==> src/rtl/fp_accum_seq.sv <==
// fp_accum_seq: sequences a stream of IEEE-754 single-precision terms through
// an external floating-point adder and presents one sum per group.
//
// Ports
//   clk                     single clock, rising edge
//   reset                   asynchronous, active-low
//   in_valid/in_data/in_last/in_ready
//                           term input handshake; in_last marks the group end
//   add_load                one-cycle strobe starting an adder transaction
//   add_num1/add_num2       adder operands (accumulator, term)
//   add_result/add_ready    adder sum and its valid flag
//   add_ack                 sum consumed; releases the adder
//   out_valid/out_data/out_count/out_ready
//                           group sum output handshake with the term count
//
// Terms that cannot change the sum without arithmetic (the first term of a
// group, a +/-0 term, or a +/-0 accumulator) are handled in place without
// occupying the adder.
module fp_accum_seq #(
    parameter int COUNT_W = 8
) (
    input  logic               clk,
    input  logic               reset,
    input  logic               in_valid,
    input  logic [31:0]        in_data,
    input  logic               in_last,
    output logic               in_ready,
    output logic               add_load,
    output logic [31:0]        add_num1,
    output logic [31:0]        add_num2,
    input  logic [31:0]        add_result,
    input  logic               add_ready,
    output logic               add_ack,
    output logic               out_valid,
    output logic [31:0]        out_data,
    output logic [COUNT_W-1:0] out_count,
    input  logic               out_ready
);

    typedef enum logic [1:0] {
        IDLE,
        ISSUE,
        WAIT,
        DONE
    } state_t;

    state_t               r_state;
    logic [31:0]          r_acc;
    logic [31:0]          r_operand;
    logic                 r_last;
    logic [COUNT_W-1:0]   r_count;

    state_t               w_state_nxt;
    logic [31:0]          w_acc_nxt;
    logic [31:0]          w_operand_nxt;
    logic                 w_last_nxt;
    logic [COUNT_W-1:0]   w_count_nxt;
    logic                 w_accept;
    logic [COUNT_W-1:0]   w_count_inc;

    // While reset is held the FSM already sits in IDLE, so in_ready is
    // additionally gated by reset to keep the input closed until release.
    assign in_ready  = reset && (r_state == IDLE);
    assign w_accept  = in_valid && in_ready;

    assign add_load  = (r_state == ISSUE);
    assign add_ack   = (r_state == WAIT) && add_ready;
    // Accumulator and operand do not change between ISSUE and add_ack, so the
    // operands are stable for the whole transaction without extra registers.
    assign add_num1  = r_acc;
    assign add_num2  = r_operand;

    assign out_valid = (r_state == DONE);
    assign out_data  = out_valid ? r_acc   : '0;
    assign out_count = out_valid ? r_count : '0;

    // Term counter saturates at all-ones.
    assign w_count_inc = (r_count == '1) ? r_count : r_count + COUNT_W'(1);

    always_comb begin
        // NOTE: every signal gets a default before the case so no path leaves
        // it unassigned; a missing default here would infer a latch.
        w_state_nxt   = r_state;
        w_acc_nxt     = r_acc;
        w_operand_nxt = r_operand;
        w_last_nxt    = r_last;
        w_count_nxt   = r_count;

        case (r_state)
            IDLE: begin
                if (w_accept) begin
                    w_operand_nxt = in_data;
                    w_last_nxt    = in_last;
                    w_count_nxt   = w_count_inc;
                    if (r_count == '0) begin
                        // First term of the group seeds the accumulator.
                        w_acc_nxt   = in_data;
                        w_state_nxt = in_last ? DONE : IDLE;
                    end else if (in_data[30:0] == 31'd0) begin
                        // +/-0 term leaves the sum unchanged.
                        w_state_nxt = in_last ? DONE : IDLE;
                    end else if (r_acc[30:0] == 31'd0) begin
                        // +/-0 accumulator: the sum is simply the term.
                        w_acc_nxt   = in_data;
                        w_state_nxt = in_last ? DONE : IDLE;
                    end else begin
                        w_state_nxt = ISSUE;
                    end
                end
            end
            ISSUE: begin
                w_state_nxt = WAIT;
            end
            WAIT: begin
                if (add_ready) begin
                    w_acc_nxt   = add_result;
                    w_state_nxt = r_last ? DONE : IDLE;
                end
            end
            DONE: begin
                if (out_ready) begin
                    w_acc_nxt   = '0;
                    w_count_nxt = '0;
                    w_state_nxt = IDLE;
                end
            end
            default: begin
                w_state_nxt = IDLE;
            end
        endcase
    end

    // NOTE: state registers use non-blocking assignments so every register
    // samples pre-edge values regardless of statement order.
    always_ff @(posedge clk or negedge reset) begin
        if (!reset) begin
            r_state   <= IDLE;
            r_acc     <= '0;
            r_operand <= '0;
            r_last    <= 1'b0;
            r_count   <= '0;
        end else begin
            r_state   <= w_state_nxt;
            r_acc     <= w_acc_nxt;
            r_operand <= w_operand_nxt;
            r_last    <= w_last_nxt;
            r_count   <= w_count_nxt;
        end
    end

endmodule

==> config.mk <==
export PLATFORM = sky130hd
export DESIGN_NAME = fp_accum_seq
export DESIGN_NICKNAME = d
export VERILOG_FILES = /design/src/rtl/fp_accum_seq.sv
export SDC_FILE = /design/constraint.sdc
export NUM_CORES = 1
export LEC_CHECK = 0
export ABC_AREA = 1
export BUFFER_PORTS_ARGS = -buffer_cell sky130_fd_sc_hd__buf_2
export CORE_MARGIN = 1
export CORE_UTILIZATION = 44
export CTS_CLUSTER_SIZE = 20
export DETAILED_ROUTE_END_ITERATION = 6
export GPL_ROUTABILITY_DRIVEN = 0
export PLACE_DENSITY = 0.77
export SLEW_MARGIN = 20
export SYNTH_ARGS = -nofsm -noshare
export SYNTH_HDL_FRONTEND = slang
export SYNTH_SLANG_ARGS = --single-unit
export TNS_END_PERCENT = 5
==> constraint.sdc <==
create_clock -name clk -period 1.85 [get_ports clk]
set_clock_uncertainty 0.15 [all_clocks]
set_input_delay 0.37 -clock clk [delete_from_list [all_inputs] [get_ports clk]]
set_output_delay 0.37 -clock clk [all_outputs]
set_load 0.01 [all_outputs]
==> results of run 1 <==
cell type report:
class / count / share of cell area, %
Clock buffer: 11 / 2.25
Clock inverter: 3 / 1.11
Inverter: 115 / 7.38
Multi-Input combinational cell: 364 / 32.5
Sequential cell: 75 / 32.1
Tap cell: 129 / 2.76
Timing Repair Buffer: 214 / 22.0
cell families after synthesis:
group	Yosys count	synth area share [%]
simple gates	246	24.3
compound gates	112	16.1
flops	75	44.4
buf+inv	140	13.8
xor+xnor	4	0.829
fa+ha+maj	2	0.592
Yosys cell counts, types with 2 or more instances:
cell type	n
nand3_4	2
a21oi_1	4
o21ai_0	73
buf_2	3
ha_1	2
inv_1	114
xor2_1	4
nor2_1	73
buf_6	7
nor3_1	4
nor2_4	3
o21ai_1	2
dfrtp_1	75
clkbuf_1	13
nand3_1	8
nand2_2	7
nand2_1	143
o21ai_2	32
nand4_1	3
buf_1	2
through the flow:
stage	util [%]	power [uW]
6_report	63.0	10400
5_1_grt	63.0	11200
4_1_cts	62.0	10300
3_5_place_dp	58.5	8580
3_3_place_gp	58.5	8400
2_1_floorplan	-	6540
worst max path at each step:
stage                          endpoint  slack, ns  depth (start not counted)
2_1_floorplan  add_num1[11]$_DFFE_PN0P_      0.002                         12
3_3_place_gp     r_count[2]$_DFFE_PN0P_      -0.02                         10
3_5_place_dp     r_count[2]$_DFFE_PN0P_       -0.1                         10
4_1_cts        add_num1[18]$_DFFE_PN0P_      -0.05                         12
5_1_grt        add_num1[26]$_DFFE_PN0P_      -0.20                         12
6_report       add_num1[29]$_DFFE_PN0P_      -0.07                         12
state kept, by name, indices dropped and copies added, names as in the netlist:
signal / cells
r_count: 8
r_state: 2
add_num1: 32
add_num2: 32
r_last: 1
report_power, final:
part / leakage [uW] / internal [uW] / switching [uW]
logic: 0.00218 / 2480 / 3620
registers: 0.000949 / 2410 / 575
clock network: 0.0000992 / 745 / 572
total: 0.00323 / 5640 / 4760
metal layers:
| metal | share of wire [%] | up-vias |
|---|---|---|
| met5 | 0 | - |
| met4 | 2.3 | 0 |
| met3 | 4.9 | 28 |
| met2 | 51 | 143 |
| met1 | 42 | 1968 |
| li1 | - | 2143 |
repair_timing:
| item | CTS | global route |
|---|---|---|
| gates cloned | 1 | 0 |
| endpoints found under the setup margin | 81 | 111 |
| resized for setup | 22 | 33 |
| hold buffers | 0 | 0 |
| setup buffers | 4 | 0 |
==> metrics.csv, run 1 <==
stage;metric;value;unit
critical_path;critical_path.startpoint;r_state[1]$_DFFE_PN0P_;
logic_synthesis;ys_top_cells_by_area;dfrtp_1, nand2_1, inv_1;
global_routing;largest_net_degree_at_the_start_of_global_routing;76;
global_routing;grt_util_met1;30.6;%
global_routing;grt_first_pass_wirelength;19000;um
critical_path;critPathSlowestCell;dfrtp_1;
clocking;clock-root-buffer;clkbuf_8;
placed_design;port_buffers;177;
clocking;worstSkewPairLatency;0.34;ns
logic_synthesis;yosysSeqAreaShare;44.4;%
finish;design.final.nets;851;
logic_synthesis;synth_nets;651;
logic_synthesis;yosys_most_used_dff;dfrtp_1;
floorplan;full_die_area;0.0100;mm2
route;ant_nets;0;
sta;slew_viol_final;0;
finish;leading_cell_type_in_the_layout_fill_and_taps_excluded;buf_2;
sta;report.final.setup_viol;68;
critical_path;arrival_time_at_the_worst_endpoint;1.99;ns
finish;finish.cell_count_without_fillers;911;
global_routing;busiest_layer;met2;
sta;fin_tns_setup;-2.64;ns
finish;synthToLayoutAreaGrowth;38.4;%
finish;n_antenna_cell;0;
critical_path;critical_path.endpoint_type;flop;
clocking;cts.path.max_buffers;2;
global_routing;gr-usage-all-layers;24.3;%
hold_path;hold_path.class;in -> async;
critical_path;minimum_setup_slack_among_reg_to_reg_paths;-0.07;ns
global_routing;grt.met3_usage;3.90;%
logic_synthesis;synth.top_cell.area_share;44.4;%
sta;max_slew_margin;37.2;%
route;vias;4282;
critical_path;critical_path_class;reg -> reg;
job;max_cap_viols;0;
sta;finalWorstSetupSlack;-0.0718;ns
logic_synthesis;synth_cell_types;25;
critical_path;cp_num_buf_inv;3;
finish;area.sequential;0.00188;mm2
floorplan;die_x_extent;100;um
floorplan;num_rows;35;
sta;worst_pin_slew;0.942;ns
logic_synthesis;post_synth.cell_area_avg;7.30;um2
placed_design;post_dp_cell_area;0.00543;mm2
sta;report.final.hold_viol_count;0;
critical_path;path_cells;buf_4, nor2_4, inv_2, nor2_4, nand2_2, nand2_2, nand3_4, nor2_4, nand3_4, buf_12, nand2_2, o21ai_2;
critical_path;r2r_cells;12;
route;totalWireLength;11800;um
sta;period_minus_slack;1.92;ns
floorplan;design.core.area;0.00928;mm2
finish;final_layout_size_suffix_gt1_share;40.3;%
logic_synthesis;yosys_warnings;0;
finish;multi_input_area;0.00190;mm2
power;power-per-cell-area;1780;mW/mm2
clocking;worst_setup_hold_path_clk_slew;0.07;ns
critical_path;r2r_end;add_num1[29]$_DFFE_PN0P_;
finish;final_design_area_no_fill;0.00585;mm2
route;drt_pre_antenna_iters;4;
placed_design;post-place-cells;892;
finish;final_cell_mix;buf_2, nand2_1, inv_1;
clocking;tritoncts;yes;
finish;n_fill_cell;812;
power;power.static_leakage;0.00323;uW
global_routing;first_global_vias;4073;
logic_synthesis;leading_area_contributor_after_synthesis;dfrtp_1;
critical_path;timing.critical_path.max_delay_family;simple AND/OR/NAND/NOR gates;
sta;timing.hold.ws;0.112;ns
sta;fmax;520;MHz
critical_path;cp_slowest_stage_delay;0.42;ns
global_routing;globalRouteOverflowTotal;0;
critical_path;worstPathMaxFanout;24;
sta;unrepaired_setup_endpoints_after_global_routing;yes;
critical_path;cp_data_required_time;1.92;ns
global_routing;met2_track_usage_gr;42.4;%
sta;share_of_the_clock_period_used_by_the_worst_path;104;%
logic_synthesis;synth_enable_flop_cells;0;
logic_synthesis;post_synth_instance_area;0.00423;mm2
power;power.ir.vdd_worst;0.798;mV
route;wl_per_cell;13.0;um
placed_design;detailedPlacementHpwl;8640;um
floorplan;start_util;45.5;%
clocking;clock_sinks;75;
outcome;failed_checks;negative setup slack;
clocking;cts_htree_levels;3;
global_routing;grt_antenna_before_repair;0;
logic_synthesis;syn_inst;579;
route;detail_route.drc_violations;0;
logic_synthesis;synthArstFlopShare;100;%
placed_design;placement_stage_worst_setup_slack;-0.0988;ns
floorplan;boundaryPins;178;
critical_path;crit-reg2reg-launch;r_state[1]$_DFFE_PN0P_;
floorplan;die_height;100;um
route;drt_first_iter_violations;162;
logic_synthesis;yosys_register_bits;75;
clocking;cts_inserted_buffers;9;
route;via_per_inst;4.70;
outcome;run_status;complete, but fails checks;
critical_path;start_kind;flop;
Note: power is estimated with default switching activity, not from simulation.
==> run 2, diff against run 1 <==
--- a/config.mk
+++ b/config.mk
@@ -8,5 +8,4 @@
 export ABC_AREA = 1
 export BUFFER_PORTS_ARGS = -buffer_cell sky130_fd_sc_hd__buf_2
-export CORE_MARGIN = 1
 export CORE_UTILIZATION = 44
 export CTS_CLUSTER_SIZE = 20
--- a/constraint.sdc
+++ b/constraint.sdc
@@ -3,3 +3,3 @@
 set_input_delay 0.37 -clock clk [delete_from_list [all_inputs] [get_ports clk]]
 set_output_delay 0.37 -clock clk [all_outputs]
-set_load 0.01 [all_outputs]
+set_load 0.1 [all_outputs]
==> run 2 against run 1 <==
The flow still finishes with violations (negative setup slack). Maximum frequency down 3.0%. Wire length rose by 9.9%. Cell count is 2.4% higher. Register-to-register slack worse by 0.03 ns. Sequential share of layout area decreased by 4.9 points. Critical path depth down 7. Design area grew 19%. Global-route usage increased by 2.2 points. Critical endpoint is now out_data[25]. Highest routed layer unchanged.
==> metrics.csv, run 2 (synthesis results as in run 1) <==
stage;metric;value;unit
clocking;cts_inserted_buffers;9;
critical_path;minimum_setup_slack_among_reg_to_reg_paths;-0.10;ns
finish;final_cell_mix;buf_2, nand2_1, inv_1;
floorplan;design.core.area;0.00928;mm2
outcome;run_status;complete, but fails checks;
critical_path;start_kind;flop;
sta;fmax;505;MHz
floorplan;start_util;45.5;%
finish;n_fill_cell;707;
critical_path;worstPathMaxFanout;10;
critical_path;r2r_cells;12;
route;drt_first_iter_violations;169;
global_routing;grt_antenna_before_repair;0;
sta;max_slew_margin;36.3;%
finish;final_design_area_no_fill;0.00695;mm2
route;ant_nets;0;
global_routing;grt_first_pass_wirelength;20800;um
clocking;tritoncts;yes;
sta;finalWorstSetupSlack;-0.132;ns
placed_design;detailedPlacementHpwl;9520;um
route;totalWireLength;13000;um
finish;leading_cell_type_in_the_layout_fill_and_taps_excluded;buf_2;
critical_path;worst_setup_path_endpoint;out_data[25];
hold_path;hold_path.class;in -> async;
placed_design;port_buffers;177;
floorplan;full_die_area;0.0100;mm2
global_routing;first_global_vias;4372;
placed_design;post-place-cells;909;
finish;fin_util;74.9;%
finish;multi_input_area;0.00219;mm2
route;detail_route.drc_violations;0;
clocking;cts.path.max_buffers;2;
sta;fin_tns_setup;-6.75;ns
sta;worst_pin_slew;0.955;ns
finish;final_layout_size_suffix_gt1_share;46.3;%
critical_path;r2r_end;add_num1[9]$_DFFE_PN0P_;
clocking;clock_sinks;75;
floorplan;num_rows;35;
critical_path;critical_path_class;reg -> out;
route;drt_pre_antenna_iters;5;
finish;n_antenna_cell;0;
sta;slew_viol_final;0;
outcome;failed_checks;negative setup slack;
route;wl_per_cell;13.9;um
global_routing;gr-usage-all-layers;26.5;%
sta;report.final.hold_viol_count;0;
global_routing;globalRouteOverflowTotal;0;
clocking;post_cts_hold_buffer_count;0;
global_routing;largest_net_degree_at_the_start_of_global_routing;76;
sta;report.final.setup_viol;77;
floorplan;die_x_extent;100;um
finish;area.sequential;0.00189;mm2
finish;synthToLayoutAreaGrowth;64.5;%
job;max_cap_viols;0;
clocking;cts_htree_levels;3;
floorplan;die_height;100;um
sta;share_of_the_clock_period_used_by_the_worst_path;107;%
critical_path;crit-reg2reg-launch;r_state[1]$_DFFE_PN0P_;
finish;finish.cell_count_without_fillers;933;
clocking;clock-root-buffer;clkbuf_8;
sta;period_minus_slack;1.98;ns
route;vias;4452;
floorplan;boundaryPins;178;
clocking;worstSkewPairLatency;0.34;ns
critical_path;cp_data_required_time;1.33;ns
critical_path;arrival_time_at_the_worst_endpoint;1.46;ns
critical_path;critical_path.startpoint;r_state[1]$_DFFE_PN0P_;
placed_design;post_dp_cell_area;0.00648;mm2
route;via_per_inst;4.77;
clocking;worst_setup_hold_path_clk_slew;0.08;ns
finish;design.final.nets;872;
sta;unrepaired_setup_endpoints_after_global_routing;yes;
critical_path;critical_path.endpoint_type;output port;
run 2: cell count changes in the layout (fill, tap and decap cells not counted), moves of 4 or more:
cell / change
nor2_2: -24
nor2_4: +39
nand2_2: +9
dfrtp_1: -4
nand2_1: -10
buf_12: +40
buf_8: +4
nor2_1: -15
buf_2: -41
buf_4: +15
run 2: cell type report:
type                            instances  share of cell area (%)
Timing Repair Buffer                  235                    30.2
Sequential cell                        75                    27.2
Inverter                              115                    6.21
Tap cell                              129                    2.32
Multi-Input combinational cell        364                    31.5
Clock buffer                           12                    1.94
Clock inverter                          3                   0.576
run 2: metrics by stage:
step | hold WS [ns] | setup slack, ns
3_3_place_gp | 0.316 | 0.0226
2_1_floorplan | -0.0756 | -0.498
5_1_grt | 0.163 | -0.184
3_5_place_dp | 0.323 | -0.0912
6_report | 0.115 | -0.132
4_1_cts | 0.152 | -0.127
run 2: repair_timing:
item,CTS,global route
gates resized for setup,42,21
pin swaps,3,4
cloned,1,0
endpoints found under the setup margin,83,84
buffers inserted,6,2
run 2: per-layer routing:
metal	track usage (%)	part of all wire, %	up-vias
met4	8.36	1.7	0
met1	31.6	40	2090
met2	48.8	54	152
met3	4.25	4.4	16
met5	0	0	-
li1	-	-	2194
run 2: how the worst min path moves through the flow:
stage / endpoint / depth (start not counted) / from / slack (ns)
2_1_floorplan: add_num1[0]$_DFFE_PN0P_ / 0 / reset / -0.08
3_3_place_gp: add_num2[2]$_DFFE_PN0P_ / 2 / add_num2[2]$_DFFE_PN0P_ / 0.32
3_5_place_dp: add_num2[8]$_DFFE_PN0P_ / 2 / add_num2[8]$_DFFE_PN0P_ / 0.32
4_1_cts: add_num2[31]$_DFFE_PN0P_ / 3 / in_data[31] / 0.15
5_1_grt: add_num2[31]$_DFFE_PN0P_ / 3 / in_data[31] / 0.16
6_report: add_num1[3]$_DFFE_PN0P_ / 2 / reset / 0.12
run 2: worst max-delay path: stages (launching register included):
cell     delay [ns]
dfrtp_1        0.38
buf_6          0.13
nand2_8        0.11
buf_16         0.19
nor2_4         0.12
buf_12         0.18
Power of run 2 is not shown: default switching activity piles up to over one toggle a cycle in this logic, so the estimate is an artifact.
